File: src/rtl/peak_sat_pkg.sv
// Shared state encoding and default parameters for the peak_sat_ctrl frame controller.
package peak_sat_pkg;

    typedef enum logic [1:0] {
        IDLE  = 2'd0,
        ACCUM = 2'd1,
        DONE  = 2'd2
    } state_e;

    localparam int DEF_WIDTH     = 8;
    localparam int DEF_SAT_VAL   = 200;
    localparam int DEF_FRAME_LEN = 16;

endpackage

File: src/rtl/sat_max_unit.sv
// Combinational saturating max: SAT_VAL if either operand exceeds it, else the larger operand.
module sat_max_unit #(
    parameter int WIDTH   = 8,
    parameter int SAT_VAL = 200
) (
    input  logic [WIDTH-1:0] a,
    input  logic [WIDTH-1:0] b,
    output logic [WIDTH-1:0] y
);

    localparam logic [WIDTH-1:0] SAT = WIDTH'(SAT_VAL);

    always_comb begin
        if ((a > SAT) || (b > SAT)) y = SAT;
        else if (a > b)             y = a;
        else                        y = b;
    end

endmodule

File: src/rtl/peak_sat_ctrl.sv
// Frame controller folding FRAME_LEN samples into a clamped running max, result on valid/ready.
// Optional clip flag output is compiled in with PEAK_SAT_CLIP_FLAG_EN.
module peak_sat_ctrl
    import peak_sat_pkg::*;
#(
    parameter int WIDTH     = DEF_WIDTH,
    parameter int SAT_VAL   = DEF_SAT_VAL,
    parameter int FRAME_LEN = DEF_FRAME_LEN
) (
    input  logic             clk,
    input  logic             rst,
    input  logic             start,
    input  logic             in_valid,
    input  logic [WIDTH-1:0] in_data,
    output logic             in_ready,
    output logic             out_valid,
    output logic [WIDTH-1:0] out_data,
    input  logic             out_ready,
    output logic             busy
`ifdef PEAK_SAT_CLIP_FLAG_EN
    ,
    output logic             clipped
`endif
);

    localparam int CNT_W = (FRAME_LEN > 1) ? $clog2(FRAME_LEN) : 1;
    localparam logic [CNT_W-1:0] CNT_LAST = CNT_W'(FRAME_LEN - 1);

    state_e           state_q, state_d;
    logic [WIDTH-1:0] acc_q, acc_d;
    logic [CNT_W-1:0] cnt_q, cnt_d;
    logic [WIDTH-1:0] max_y;
    logic             accept;

`ifdef PEAK_SAT_CLIP_FLAG_EN
    localparam logic [WIDTH-1:0] SAT = WIDTH'(SAT_VAL);
    logic clipped_q, clipped_d;
`endif

    sat_max_unit #(
        .WIDTH  (WIDTH),
        .SAT_VAL(SAT_VAL)
    ) u_sat_max (
        .a(acc_q),
        .b(in_data),
        .y(max_y)
    );

    assign accept = in_valid && (state_q == ACCUM);

    always_comb begin
        state_d = state_q;
        acc_d   = acc_q;
        cnt_d   = cnt_q;
`ifdef PEAK_SAT_CLIP_FLAG_EN
        clipped_d = clipped_q;
`endif
        case (state_q)
            IDLE: begin
                if (start) begin
                    state_d = ACCUM;
                    acc_d   = '0;
                    cnt_d   = '0;
`ifdef PEAK_SAT_CLIP_FLAG_EN
                    clipped_d = 1'b0;
`endif
                end
            end
            ACCUM: begin
                // Samples keep being consumed after acc saturates so frames stay aligned.
                if (accept) begin
                    acc_d = max_y;
                    cnt_d = cnt_q + 1'b1;
`ifdef PEAK_SAT_CLIP_FLAG_EN
                    if (in_data > SAT) clipped_d = 1'b1;
`endif
                    if (cnt_q == CNT_LAST) state_d = DONE;
                end
            end
            DONE: begin
                if (out_ready) state_d = IDLE;
            end
            default: state_d = IDLE;
        endcase
    end

    always_ff @(posedge clk) begin
        if (rst) begin
            state_q <= IDLE;
            acc_q   <= '0;
            cnt_q   <= '0;
`ifdef PEAK_SAT_CLIP_FLAG_EN
            clipped_q <= 1'b0;
`endif
        end else begin
            state_q <= state_d;
            acc_q   <= acc_d;
            cnt_q   <= cnt_d;
`ifdef PEAK_SAT_CLIP_FLAG_EN
            clipped_q <= clipped_d;
`endif
        end
    end

    // Outputs depend on registered state only; no path from in_valid/out_ready.
    always_comb begin
        in_ready  = (state_q == ACCUM);
        out_valid = (state_q == DONE);
        out_data  = (state_q == DONE) ? acc_q : '0;
        busy      = (state_q != IDLE);
    end

`ifdef PEAK_SAT_CLIP_FLAG_EN
    assign clipped = clipped_q;
`endif

endmodule

File: config.mk
export PLATFORM = sky130hd
export DESIGN_NAME = peak_sat_ctrl
export DESIGN_NICKNAME = d
export VERILOG_FILES = /design/src/rtl/peak_sat_pkg.sv /design/src/rtl/sat_max_unit.sv /design/src/rtl/peak_sat_ctrl.sv
export SDC_FILE = /design/constraint.sdc
export NUM_CORES = 1
export LEC_CHECK = 0
export CORE_ASPECT_RATIO = 0.9
export CORE_MARGIN = 5
export CORE_UTILIZATION = 34
export CTS_BUF_LIST = sky130_fd_sc_hd__clkbuf_16
export DETAILED_ROUTE_END_ITERATION = 7
export PLACE_DENSITY_LB_ADDON = 0.08
export SETUP_SLACK_MARGIN = 0.1
export SLEW_MARGIN = 20
export SYNTH_ARGS = -nofsm -noshare
export SYNTH_HDL_FRONTEND = slang
export SYNTH_HIERARCHICAL = 1
export SYNTH_SLANG_ARGS = --single-unit
File: constraint.sdc
create_clock -name clk -period 4.6 [get_ports clk]
set_input_delay 0.92 -clock clk [delete_from_list [all_inputs] [get_ports clk]]
set_output_delay 0.92 -clock clk [all_outputs]
set_load 0.005 [all_outputs]
======== Word level (Yosys, flattened, before mapping) ========
Cells that the tools add are included.
operators by class
  $add $sub $neg .......................... 1
  $lt $le $gt $ge ......................... 3
  eq/ne operators ......................... 8
  muxes and demuxes ....................... 14
  reductions and logical operators ........ 8
operators by type and width
  cell                   number
  $mux W8                5
  $gt A8 B8 Y1 const B   2
  $pmux W8 S2            1
  $gt A8 B8 Y1           1
  $mux W2                4
  $mux W4                2
  $pmux W4 S2            1
  $reduce_and A4 Y1      2
  $ne A2 B1 Y1 const B   3
  $pmux W2 S3            1
  $add A4 B1 Y4 const B  1
  $eq A4 B4 Y1 const B   1
  $reduce_bool A2 Y1     2
  $ne A3 B2 Y1 const B   1
  $reduce_and A3 Y1      1
  $eq A2 B1 Y1 const B   1
  $eq A2 B2 Y1 const B   1
  $logic_not A2 Y1       1
  $ne A2 B2 Y1 const B   1
  $logic_and A1 B1 Y1    1
  $logic_or A1 B1 Y1     1
word-level totals
  bits in registers ....................... 14
  output and inout port bits .............. 11
  logic and storage cells ................. 37

======== Longest topological paths before layout ========
  depth in word-level cells ............... 5
  mapped depth ............................ 9

======== By module ========
The synthesis kept the hierarchy.
by module, submodules not included
  module         times used  cells an instance  area each (µm²)  sequential area each (µm²)
  peak_sat_ctrl  1           77                 668.1            280.3
  sat_max_unit   1           73                 525.5            0.0

======== Least setup slack after synthesis ========
Ideal clock, no wire load.
  kind .................................... input to register
  start ................................... in in_data[7]
  end ..................................... reg acc_q[3]
  arrival time ............................ 2408 ps
  data required time ...................... 4468 ps
  slack ................................... 2060 ps
  cell stages on the path ................. 9
  buffers on the path ..................... 0
  path through ............................ inv_1 -> ha_1 -> a41oi_1 -> a21boi_2 -> nor2_1 -> a21o_1 -> a221o_1 -> nand2_1 -> a21oi_1
between the ends
  cells in the longest elaborated chain, start to end .. 5
RTL lines
  what                  RTL line             source
  start, declared       peak_sat_ctrl.sv:14  input logic [WIDTH-1:0] in_data,
  $gt A8 B8 Y1          sat_max_unit.sv:14   if ((a > SAT) || (b > SAT)) y = SAT;
  $logic_or A1 B1 Y1    sat_max_unit.sv:14
  $mux W8               sat_max_unit.sv:14
  net max_y[3]          peak_sat_ctrl.sv:32  logic [WIDTH-1:0] max_y;
  $mux W8               peak_sat_ctrl.sv:71  if (accept) begin
  $pmux W8 S2           peak_sat_ctrl.sv:58  case (state_q)
  end signal, assigned  peak_sat_ctrl.sv:90  acc_q <= '0;
  end signal, assigned  peak_sat_ctrl.sv:97  acc_q <= acc_d;
  end, declared         peak_sat_ctrl.sv:30  logic [WIDTH-1:0] acc_q, acc_d;
The timed path passes the listed nets, and every way through them passes these cells. The select of a mux whose other input is x is not followed.
A chain may end at the register's enable or synchronous reset.

======== Worst setup path after layout ========
  start ................................... in in_data[1]
  end ..................................... reg acc_q[3]
The elaborated chain is that of the path after synthesis.

==> flow_summary.toml <==
[clock_tree]
h-tree-depth = 1
hold_buffers = 0
cts_buffers = 3
cts_root_buf = "clkbuf_16"
cts-resized-gates = 0
cts_sinks = 14
clk_pin_slew_ps = 50
cts_setup_buffers = 0
cts.path.max_buffers = 2
cts_tree = "yes"
clk_latency_ps = 240

[detailed_routing]
drc = 0
avgViaCountPerCell = 5.70
num_vias = 1231
dr.pass1.iters = 4
drtIter0Drc = 88
drt_wl_total_mm = 3.16
detail-route-antenna-nets = 0
wl_per_cell_um = 14.6

[setup_path]
crit_type = "input pin to register"
crit_start = "in_data[1]"
r2r_start = "acc_q[0]$_SDFFE_PP0P_"
end_kind = "register"
r2r-end = "acc_q[3]$_SDFFE_PP0P_"
reg2regPathDepth = 9
r2r_slack_ps = 2370
worstPathRequired_ps = 4700
cp_data_arrival_time_ps = 3210
start_kind = "input pin"
crit_fanout = 10
endpoint = "acc_q[3]$_SDFFE_PP0P_"

[timing]
fmax_mhz = 322
fin_ws_ps = 1490
worst_pin_slew_ps = 667
fin_crit_sh_pct = 67.5
slew_headroom_pct = 55.3
finalSetupViolCount = 0
finalClockSkew_ps = 5.36
hold_viol = 0
slew_viol_final = 0
hold_ws_ps = 515
setup_tns_ps = 0
rsz0062_at_grt = "false"
period_needed_ps = 3110

[power]
vdd_drop_max_mv = 0.228
p_leak_nw = 0.613
powerDensity_mw_per_mm2 = 238

[placement]
pre_cts_ws_ps = 1250
placed_area_mm2 = 0.00145
place.gp.congestion = 0.823
io_buffer_count = 23
detailed_place_hpwl_mm = 2.45

[synthesis]
ys.flop_type = "dfxtp_1"
ys_seq_elements = 14
synth.distinct_cells = 40
ys_warn_count = 6
syn-mean-instance-area_um2 = 7.96
netlist_area_mm2 = 0.00119
synth_edf_count = 0
syn_inst = 150
seq_area_frac_synth_pct = 23.5
synth-async-reset-ratio_pct = 0
syn_nets = 172

[global_routing]
grt_usage_pct = 14.2
grt_overflow = 0
antenna_found_initial = 0
grt_use_met1_pct = 19.5
grtUsageMet2_pct = 21.4
grt_use_met3_pct = 3.80
grt.busiest_layer = "met2"
grt_max_degree = 16
grt_pass1_vias = 1160
grt_pass1_wl_mm = 5.40

[layout]
antenna_cells = 0
drive_gt1_share_pct = 10.5
nets = 195
final_common_cell = "clkdlybuf4s50_1"
fillers = 352
fin_area_mm2 = 0.00153
syn2layout_area_growth_pct = 27.9
final_cell_mix = "23 x clkdlybuf4s50_1, 19 x a21oi_1, 14 x dfxtp_1, 13 x nand2_1"

[die]
core_mm2 = 0.00338
io_pins = 24
placementRows = 20
dieHeight_um = 66.2
die-area_mm2 = 0.00480
fp.dieW_um = 72.5
start_util_pct = 35.3

[job]
maxCapViolCount = 0

[run_status]
outcome = "finished clean"

[hold_path]
hp-class = "register to register"
==> layout make-up <==
| type | instances | area, µm² | area share, % |
|---|---|---|---|
| well taps | 44 | 55.1 | 3.61 |
| flip-flops and latches | 14 | 280 | 18.4 |
| inverters | 9 | 33.8 | 2.21 |
| clock inverters | 1 | 3.75 | 0.246 |
| repair buffers | 23 | 230 | 15.1 |
| multi-input cells | 122 | 848 | 55.6 |
| clock buffers | 3 | 75.1 | 4.92 |
==> metrics by stage <==
stage                     util (%)  std cells  power, mW
after floorplan                  -        150      0.177
after global placement        42.9        212      0.201
after detailed placement      42.9        212      0.203
after CTS                     45.2        216      0.369
after global routing          45.2        216      0.383
final                         45.2        216      0.363
==> logic make-up (layout without fill, tap and decap cells) <==
group,count (synthesis),count (layout),synth area share (%)
muxes,1,1,1.89
adders and majority gates,9,9,9.43
DFF,14,14,23.5
AOI/OAI and AO/OA,63,63,37.4
buffers and inverters,14,36,5.45
and+or+nand+nor,49,49,22.3
==> worst min path at each step <==
stage	start	to	slack [ps]	depth (start not counted)
floorplan	cnt_q[1]$_SDFFE_PP0P_	cnt_q[1]$_SDFFE_PP0P_	480	2
global placement	cnt_q[1]$_SDFFE_PP0P_	cnt_q[1]$_SDFFE_PP0P_	500	2
detailed placement	cnt_q[1]$_SDFFE_PP0P_	cnt_q[1]$_SDFFE_PP0P_	510	2
CTS	cnt_q[1]$_SDFFE_PP0P_	cnt_q[1]$_SDFFE_PP0P_	520	2
global route	cnt_q[1]$_SDFFE_PP0P_	cnt_q[1]$_SDFFE_PP0P_	560	2
finish	cnt_q[1]$_SDFFE_PP0P_	cnt_q[1]$_SDFFE_PP0P_	510	2
==> flip-flops by register name, summed over array words and instances (netlist names) <==
register / flops
cnt_q: 4
acc_q: 8
state_q: 2
==> synthesized netlist by cell type (all sizes together), types with 3 or more instances <==
| library cell | count | area (µm²) |
|---|---|---|
| ha | 9 | 113 |
| a31o | 3 | 26.3 |
| a221o | 3 | 30.0 |
| a32oi | 5 | 43.8 |
| nor2 | 8 | 32.5 |
| and3 | 4 | 25.0 |
| o22ai | 6 | 37.5 |
| and2 | 8 | 50.1 |
| inv | 9 | 33.8 |
| dfxtp | 14 | 280 |
| o21ai | 10 | 50.0 |
| buf | 3 | 23.8 |
| a21oi | 19 | 95.1 |
| nand2 | 14 | 55.1 |
| nand4 | 3 | 25.0 |
| a21o | 5 | 38.8 |
==> power breakdown <==
| group | leakage [nW] | total (mW) | switching [mW] | internal (mW) |
|---|---|---|---|---|
| registers | 0.114 | 0.132 | 0.00647 | 0.126 |
| logic | 0.461 | 0.0689 | 0.0368 | 0.0320 |
| clock network | 0.0385 | 0.162 | 0.0472 | 0.115 |
| total | 0.613 | 0.363 | 0.0905 | 0.272 |
==> worst max-delay path, cell delays in order <==
cell and delay, ps:
clkdlybuf4s50_1 540, inv_1 60, ha_1 330, a21oi_1 90, o21ai_1 530, a21oi_1 240, a221o_1 390, nand2_1 60
a21oi_1 50
==> routing by layer <==
layer | vias to the layer above | wire length, µm
met2 | 38 | 1390
met3 | 2 | 238
met4 | 0 | 11
met1 | 573 | 1520
li1 | 618 | -
met5 | - | 0
(Power assumes the default switching activity.)
